$ cat src/rtl/avalon_st_packet_gen.sv
// avalon_st_packet_gen: Avalon-ST counted packet source with Avalon-MM CSR control
module avalon_st_packet_gen #(
  parameter int DATA_BYTES = 8,
  parameter int GAP_CYCLES = 1
) (
  input  logic                          clk,
  input  logic                          reset,
  output logic [DATA_BYTES*8-1:0]       stream_out_data,
  output logic [$clog2(DATA_BYTES)-1:0] stream_out_empty,
  output logic                          stream_out_valid,
  output logic                          stream_out_startofpacket,
  output logic                          stream_out_endofpacket,
  input  logic                          stream_out_ready,
  input  logic [1:0]                    csr_address,
  input  logic                          csr_read,
  input  logic                          csr_write,
  input  logic [31:0]                   csr_writedata,
  output logic [31:0]                   csr_readdata,
  output logic                          csr_readdatavalid,
  output logic                          csr_waitrequest
);
  localparam int EW = $clog2(DATA_BYTES);
  localparam int DW = DATA_BYTES * 8;
  typedef enum logic [1:0] {IDLE, SEND, GAP} state_t;
  state_t state, n_state;
  logic [15:0] len_r, count_r, run_len, run_count, pkt_idx, beat_idx, gap_cnt;
  logic [15:0] n_len, n_count, n_pkt, n_beat, n_gap, n_last, neg_len;
  logic [31:0] sent, n_sent, rd_mux;
  logic busy, go, xfer, last_beat, n_send;

  function automatic logic [15:0] beats(input logic [15:0] l);
    logic [16:0] t;
    t = {1'b0, l} + 17'(DATA_BYTES - 1);
    return 16'(t >> EW);
  endfunction

  function automatic logic [DW-1:0] beat_data(input logic [15:0] p, input logic [15:0] b, input logic [15:0] l);
    logic [DW-1:0] d;
    logic [31:0] k;
    d = '0;
    for (int i = 0; i < DATA_BYTES; i++) begin
      k = 32'(b) * 32'(DATA_BYTES) + 32'(i);
      d[DW-8-8*i +: 8] = k < 32'(l) ? p[7:0] + k[7:0] : 8'd0;
    end
    return d;
  endfunction

  assign csr_waitrequest = reset;
  assign busy = state != IDLE;
  assign xfer = state == SEND && stream_out_ready;
  assign last_beat = beat_idx == beats(run_len) - 16'd1;
  assign go = csr_write && csr_address == 2'd0 && csr_writedata[0] && !busy && len_r != 16'd0 && count_r != 16'd0;
  assign rd_mux = csr_address == 2'd0 ? {30'b0, busy, 1'b0} :
                  csr_address == 2'd1 ? {16'b0, len_r} :
                  csr_address == 2'd2 ? {16'b0, count_r} : sent;

  always_comb begin
    n_state = state;
    n_len = run_len;
    n_count = run_count;
    n_pkt = pkt_idx;
    n_beat = beat_idx;
    n_gap = gap_cnt;
    n_sent = sent;
    if (go) begin
      n_state = SEND;
      n_len = len_r;
      n_count = count_r;
      n_pkt = '0;
      n_beat = '0;
      n_sent = '0;
    end else if (xfer && !last_beat) begin
      n_beat = beat_idx + 16'd1;
    end else if (xfer) begin
      n_sent = sent + 32'd1;
      n_pkt = pkt_idx + 16'd1;
      n_beat = '0;
      n_gap = '0;
      n_state = pkt_idx + 16'd1 == run_count ? IDLE : (GAP_CYCLES > 0 ? GAP : SEND);
    end else if (state == GAP) begin
      n_gap = gap_cnt + 16'd1;
      n_state = gap_cnt == 16'(GAP_CYCLES - 1) ? SEND : GAP;
    end
    n_send = n_state == SEND;
    n_last = beats(n_len) - 16'd1;
    neg_len = 16'd0 - n_len;
  end

  always_ff @(posedge clk or posedge reset) begin
    if (reset) begin
      state <= IDLE;
      len_r <= 16'(DATA_BYTES);
      count_r <= 16'd1;
      run_len <= '0;
      run_count <= '0;
      pkt_idx <= '0;
      beat_idx <= '0;
      gap_cnt <= '0;
      sent <= '0;
      stream_out_valid <= 1'b0;
      stream_out_data <= '0;
      stream_out_startofpacket <= 1'b0;
      stream_out_endofpacket <= 1'b0;
      stream_out_empty <= '0;
      csr_readdata <= '0;
      csr_readdatavalid <= 1'b0;
    end else begin
      state <= n_state;
      run_len <= n_len;
      run_count <= n_count;
      pkt_idx <= n_pkt;
      beat_idx <= n_beat;
      gap_cnt <= n_gap;
      sent <= n_sent;
      stream_out_valid <= n_send;
      stream_out_data <= n_send ? beat_data(n_pkt, n_beat, n_len) : '0;
      stream_out_startofpacket <= n_send && n_beat == 16'd0;
      stream_out_endofpacket <= n_send && n_beat == n_last;
      stream_out_empty <= n_send && n_beat == n_last ? neg_len[EW-1:0] : '0;
      if (csr_write && !busy && csr_address == 2'd1) len_r <= csr_writedata[15:0];
      if (csr_write && !busy && csr_address == 2'd2) count_r <= csr_writedata[15:0];
      csr_readdatavalid <= csr_read;
      csr_readdata <= csr_read ? rd_mux : '0;
    end
  end
endmodule

$ cat config.mk
export PLATFORM = sky130hd
export DESIGN_NAME = avalon_st_packet_gen
export DESIGN_NICKNAME = d
export VERILOG_FILES = /design/src/rtl/avalon_st_packet_gen.sv
export SDC_FILE = /design/constraint.sdc
export NUM_CORES = 1
export LEC_CHECK = 0
export CELL_PAD_IN_SITES_DETAIL_PLACEMENT = 1
export CELL_PAD_IN_SITES_GLOBAL_PLACEMENT = 1
export CORE_MARGIN = 10
export CORE_UTILIZATION = 45
export DETAILED_ROUTE_END_ITERATION = 12
export MAX_ROUTING_LAYER = met4
export PLACE_DENSITY = 0.79
export SLEW_MARGIN = 10
export SYNTH_ARGS = -nofsm -noshare
export SYNTH_HDL_FRONTEND = slang
export SYNTH_SLANG_ARGS = --single-unit
$ cat constraint.sdc
create_clock -name clk -period 10.79 [get_ports clk]
set_input_delay 1.6185 -clock clk [delete_from_list [all_inputs] [get_ports clk]]
set_output_delay 1.6185 -clock clk [all_outputs]
set_load 0.005 [all_outputs]
==> flow_summary.ini <==
[timing]
tightest_slew_ns = 1.06
slew_violations = 0
max-slew-margin-rel_pct = 28.8
setup_ws_ns = 2.59
rsz0062_at_grt = false
layout_min_cycle_time_ns = 8.20
fin_skew_ns = 0.0143
fmax_mhz = 122
setup_violations = 0
finalHoldViolations = 0
period_share_pct = 76.0
setup_tns_ns = 0

[detailed_routing]
drtIter0Drc = 849
first_pass_iters = 7
wl_um = 48000
ant_nets = 0
viasPerCell = 5.84
wl_per_cell_um = 22.7
route.detailed.drc = 0
via_count = 12300

[final_layout]
multi_input_area_um2 = 7900
layout_commonest_cell = dfrtp_1
final_net_count = 1731
syn_to_final_growth_pct = 17.3
seq_area_um2 = 6230
antenna_cells = 0
n_fill_cell = 3558
finalNonFillerCells = 2111
final_cell_mix = dfrtp_1 (247), nor2_1 (165), nand2_1 (149)
drive_gt1_share_pct = 9.01
fin_area_um2 = 17200

[place]
place_area_um2 = 16200
portBuffers = 126
place_ws_ns = 2.19
place_congestion = 0.953
dp_cells = 2059
dpl.hpwl_um = 35200

[clock_tree]
cts_max_level = 1
cts_resized = 0
cts_tree = done
cts_inserted_buffers = 28
cts_root_buf = clkbuf_16
cts.sinks = 249
worstSkewPairLatency_ns = 0.57
cts.path.max_buffers = 3
cts_setup_buffers = 0
cts_hold_buffers = 0
clk_pin_slew_worst_paths_ns = 0.06

[worst_setup_path]
crit_fanout = 9
crit_arrival_ns = 8.65
worstSetupStartpointType = input pin
critical_path_class = input pin to flop
required_ns = 11.24
path_cells = clkdlybuf4s50_1 > or3b_2 > nor4b_2 > nand2_1 > nor2_4 > mux2i_1 > ha_1 > nand2b_1 > and3_1 > a31oi_1 > xnor2_1 > ha_1 > nor4b_1 > a41o_1 > a21boi_0 > a32o_1 > a41oi_1 > a211oi_1 > nand4_1 > a2111oi_2 > nand4_2 > nor4b_1
end_kind = flop
critPathSlowestCell = clkdlybuf4s50_1
cpPeakStageDelay_ns = 0.51

[synthesis]
synth.avg_cell_area_um2 = 9.34
ys_seq_elements = 249
ys_async_sr_fraction_pct = 100
synth_enable_flop_cells = 0
syn_area_um2 = 14600
yosysUniqueCellTypes = 88
yosys_most_used_dff = dfrtp_1
synth-seq-area-share_pct = 42.6
synth_cells = 1568
ys.warnings.count = 0
synth_fp_nets = 1645

[global_routing]
grt_use_total_pct = 24.0
gr-total-overflow = 0
grt_pass1_vias = 13100
antenna_found_initial = 0
grt_start_max_net_pins = 125
grt_pass1_wl_um = 76200

[power]
pwr-share-comb_pct = 20.0
clock_power_share_pct = 38.8
power_density_nw_per_um2 = 147
swShare_pct = 28.2
internal-power_mw = 1.82
ir_drop_uv = 117
p_sw_mw = 0.715
power_frac_seq_pct = 41.2
power_leakage_nw = 7.66

[run_status]
status = finished, final reports clean

[floorplan]
initial_core_util_pct = 46.0
rows = 65
chipWidth_um = 200
dieArea_um2 = 40100
io_pins = 143
die_y_um = 200
core_um2 = 31800

[min_path]
hold_class = flop to flop

[job]
cap_violations = 0
-- worst paths after layout --
path / from / end / slack (ns) / cells after the start
max: csr_write / stream_out_empty[1] / 2.59 / 22
min: sent[31] / csr_readdata[31] / 0.52 / 1
max reg2reg: run_len[3] / stream_out_data[12] / 3.50 / 20
min reg2reg: sent[31] / csr_readdata[31] / 0.52 / 1
max in group asynchronous: reset / stream_out_data[48] / 7.77 / 3
min in group asynchronous: reset / csr_readdata[24] / 1.61 / 2
-- worst max-delay path, delay by kind of cell --
| family | cells | cell delay (ns) |
|---|---|---|
| adder cells (fa/ha/maj) | 2 | 0.83 |
| XOR/XNOR | 1 | 0.14 |
| buffers and inverters | 1 | 0.51 |
| AO/OA/AOI/OAI | 7 | 2.14 |
| multiplexers | 1 | 0.42 |
| AND/OR/NAND/NOR | 10 | 2.97 |
-- sequential cells by signal, summed over array words and instances (netlist names), 2 cells and up --
name	cells
beat_idx	16
count_r	16
csr_readdata	32
gap_cnt	16
len_r	16
pkt_idx	16
run_count	16
run_len	16
sent	32
state	2
stream_out_data	64
stream_out_empty	3
-- Yosys cell counts (all sizes together), types with 8 or more instances --
library cell | n | area (um2)
a211oi | 8 | 60.1
a21o | 21 | 158
a21oi | 50 | 250
a22oi | 18 | 135
a31oi | 14 | 87.6
and2 | 30 | 188
and3 | 43 | 269
and4 | 9 | 78.8
buf | 27 | 133
clkbuf | 58 | 218
dfrtp | 247 | 6180
ha | 36 | 450
inv | 45 | 169
mux2 | 52 | 586
mux2i | 25 | 263
nand2 | 149 | 559
nand2b | 11 | 68.8
nand3 | 71 | 355
nand4 | 34 | 219
nor2 | 166 | 623
nor2b | 24 | 150
nor3 | 32 | 170
nor4 | 29 | 209
o211ai | 8 | 60.1
o21ai | 53 | 265
o31ai | 10 | 75.1
or3 | 10 | 62.6
or4 | 9 | 71.3
xnor2 | 93 | 815
xor2 | 83 | 734
-- power groups by stage --
stage          Combinational [mW]  Clock [mW]  Sequential [mW]
2_1_floorplan               0.279           0             1.05
3_3_place_gp                0.490           0             1.06
3_5_place_dp                0.504           0             1.06
4_1_cts                     0.510        1.00             1.04
5_1_grt                     0.556        1.04             1.05
6_report                    0.507       0.983             1.04
-- per-layer routing --
metal | vias to the layer above | routed length (um) | GRT usage, %
li1 | 5683 | - | -
met1 | 6291 | 21300 | 30.6
met2 | 280 | 23300 | 39.7
met3 | 77 | 2040 | 2.60
met4 | 0 | 1280 | 6.63
met5 | - | 0 | -
-- through the flow --
step | util (%) | total power [mW] | hold slack, ns
2_1_floorplan | - | 1.33 | 0.463
3_3_place_gp | 51.0 | 1.55 | 0.493
3_5_place_dp | 51.0 | 1.56 | 0.495
4_1_cts | 54.0 | 2.55 | 0.511
5_1_grt | 54.0 | 2.65 | 0.537
6_report | 54.0 | 2.53 | 0.515
-- area by class of cell --
| class | count | area share (%) |
|---|---|---|
| multi-input cells | 1189 | 46.0 |
| flip-flops and latches | 249 | 36.3 |
| repair buffers | 141 | 8.00 |
| clock buffers | 36 | 4.43 |
| well taps | 435 | 3.17 |
| clock inverters | 16 | 1.10 |
| inverters | 45 | 1.03 |
-- kinds of logic (layout without fill, tap and decap cells) --
kind of cell	after synthesis	in the layout	share of synthesized area (%)
buffers and inverters	130	238	3.55
flip-flops	249	249	42.6
AND/OR/NAND/NOR	646	646	22.3
adder cells (fa/ha/maj)	38	38	3.35
XOR/XNOR	176	176	10.6
multiplexers	77	77	5.79
AO/OA/AOI/OAI	252	252	11.9
Note: power is estimated with default switching activity, not from simulation.
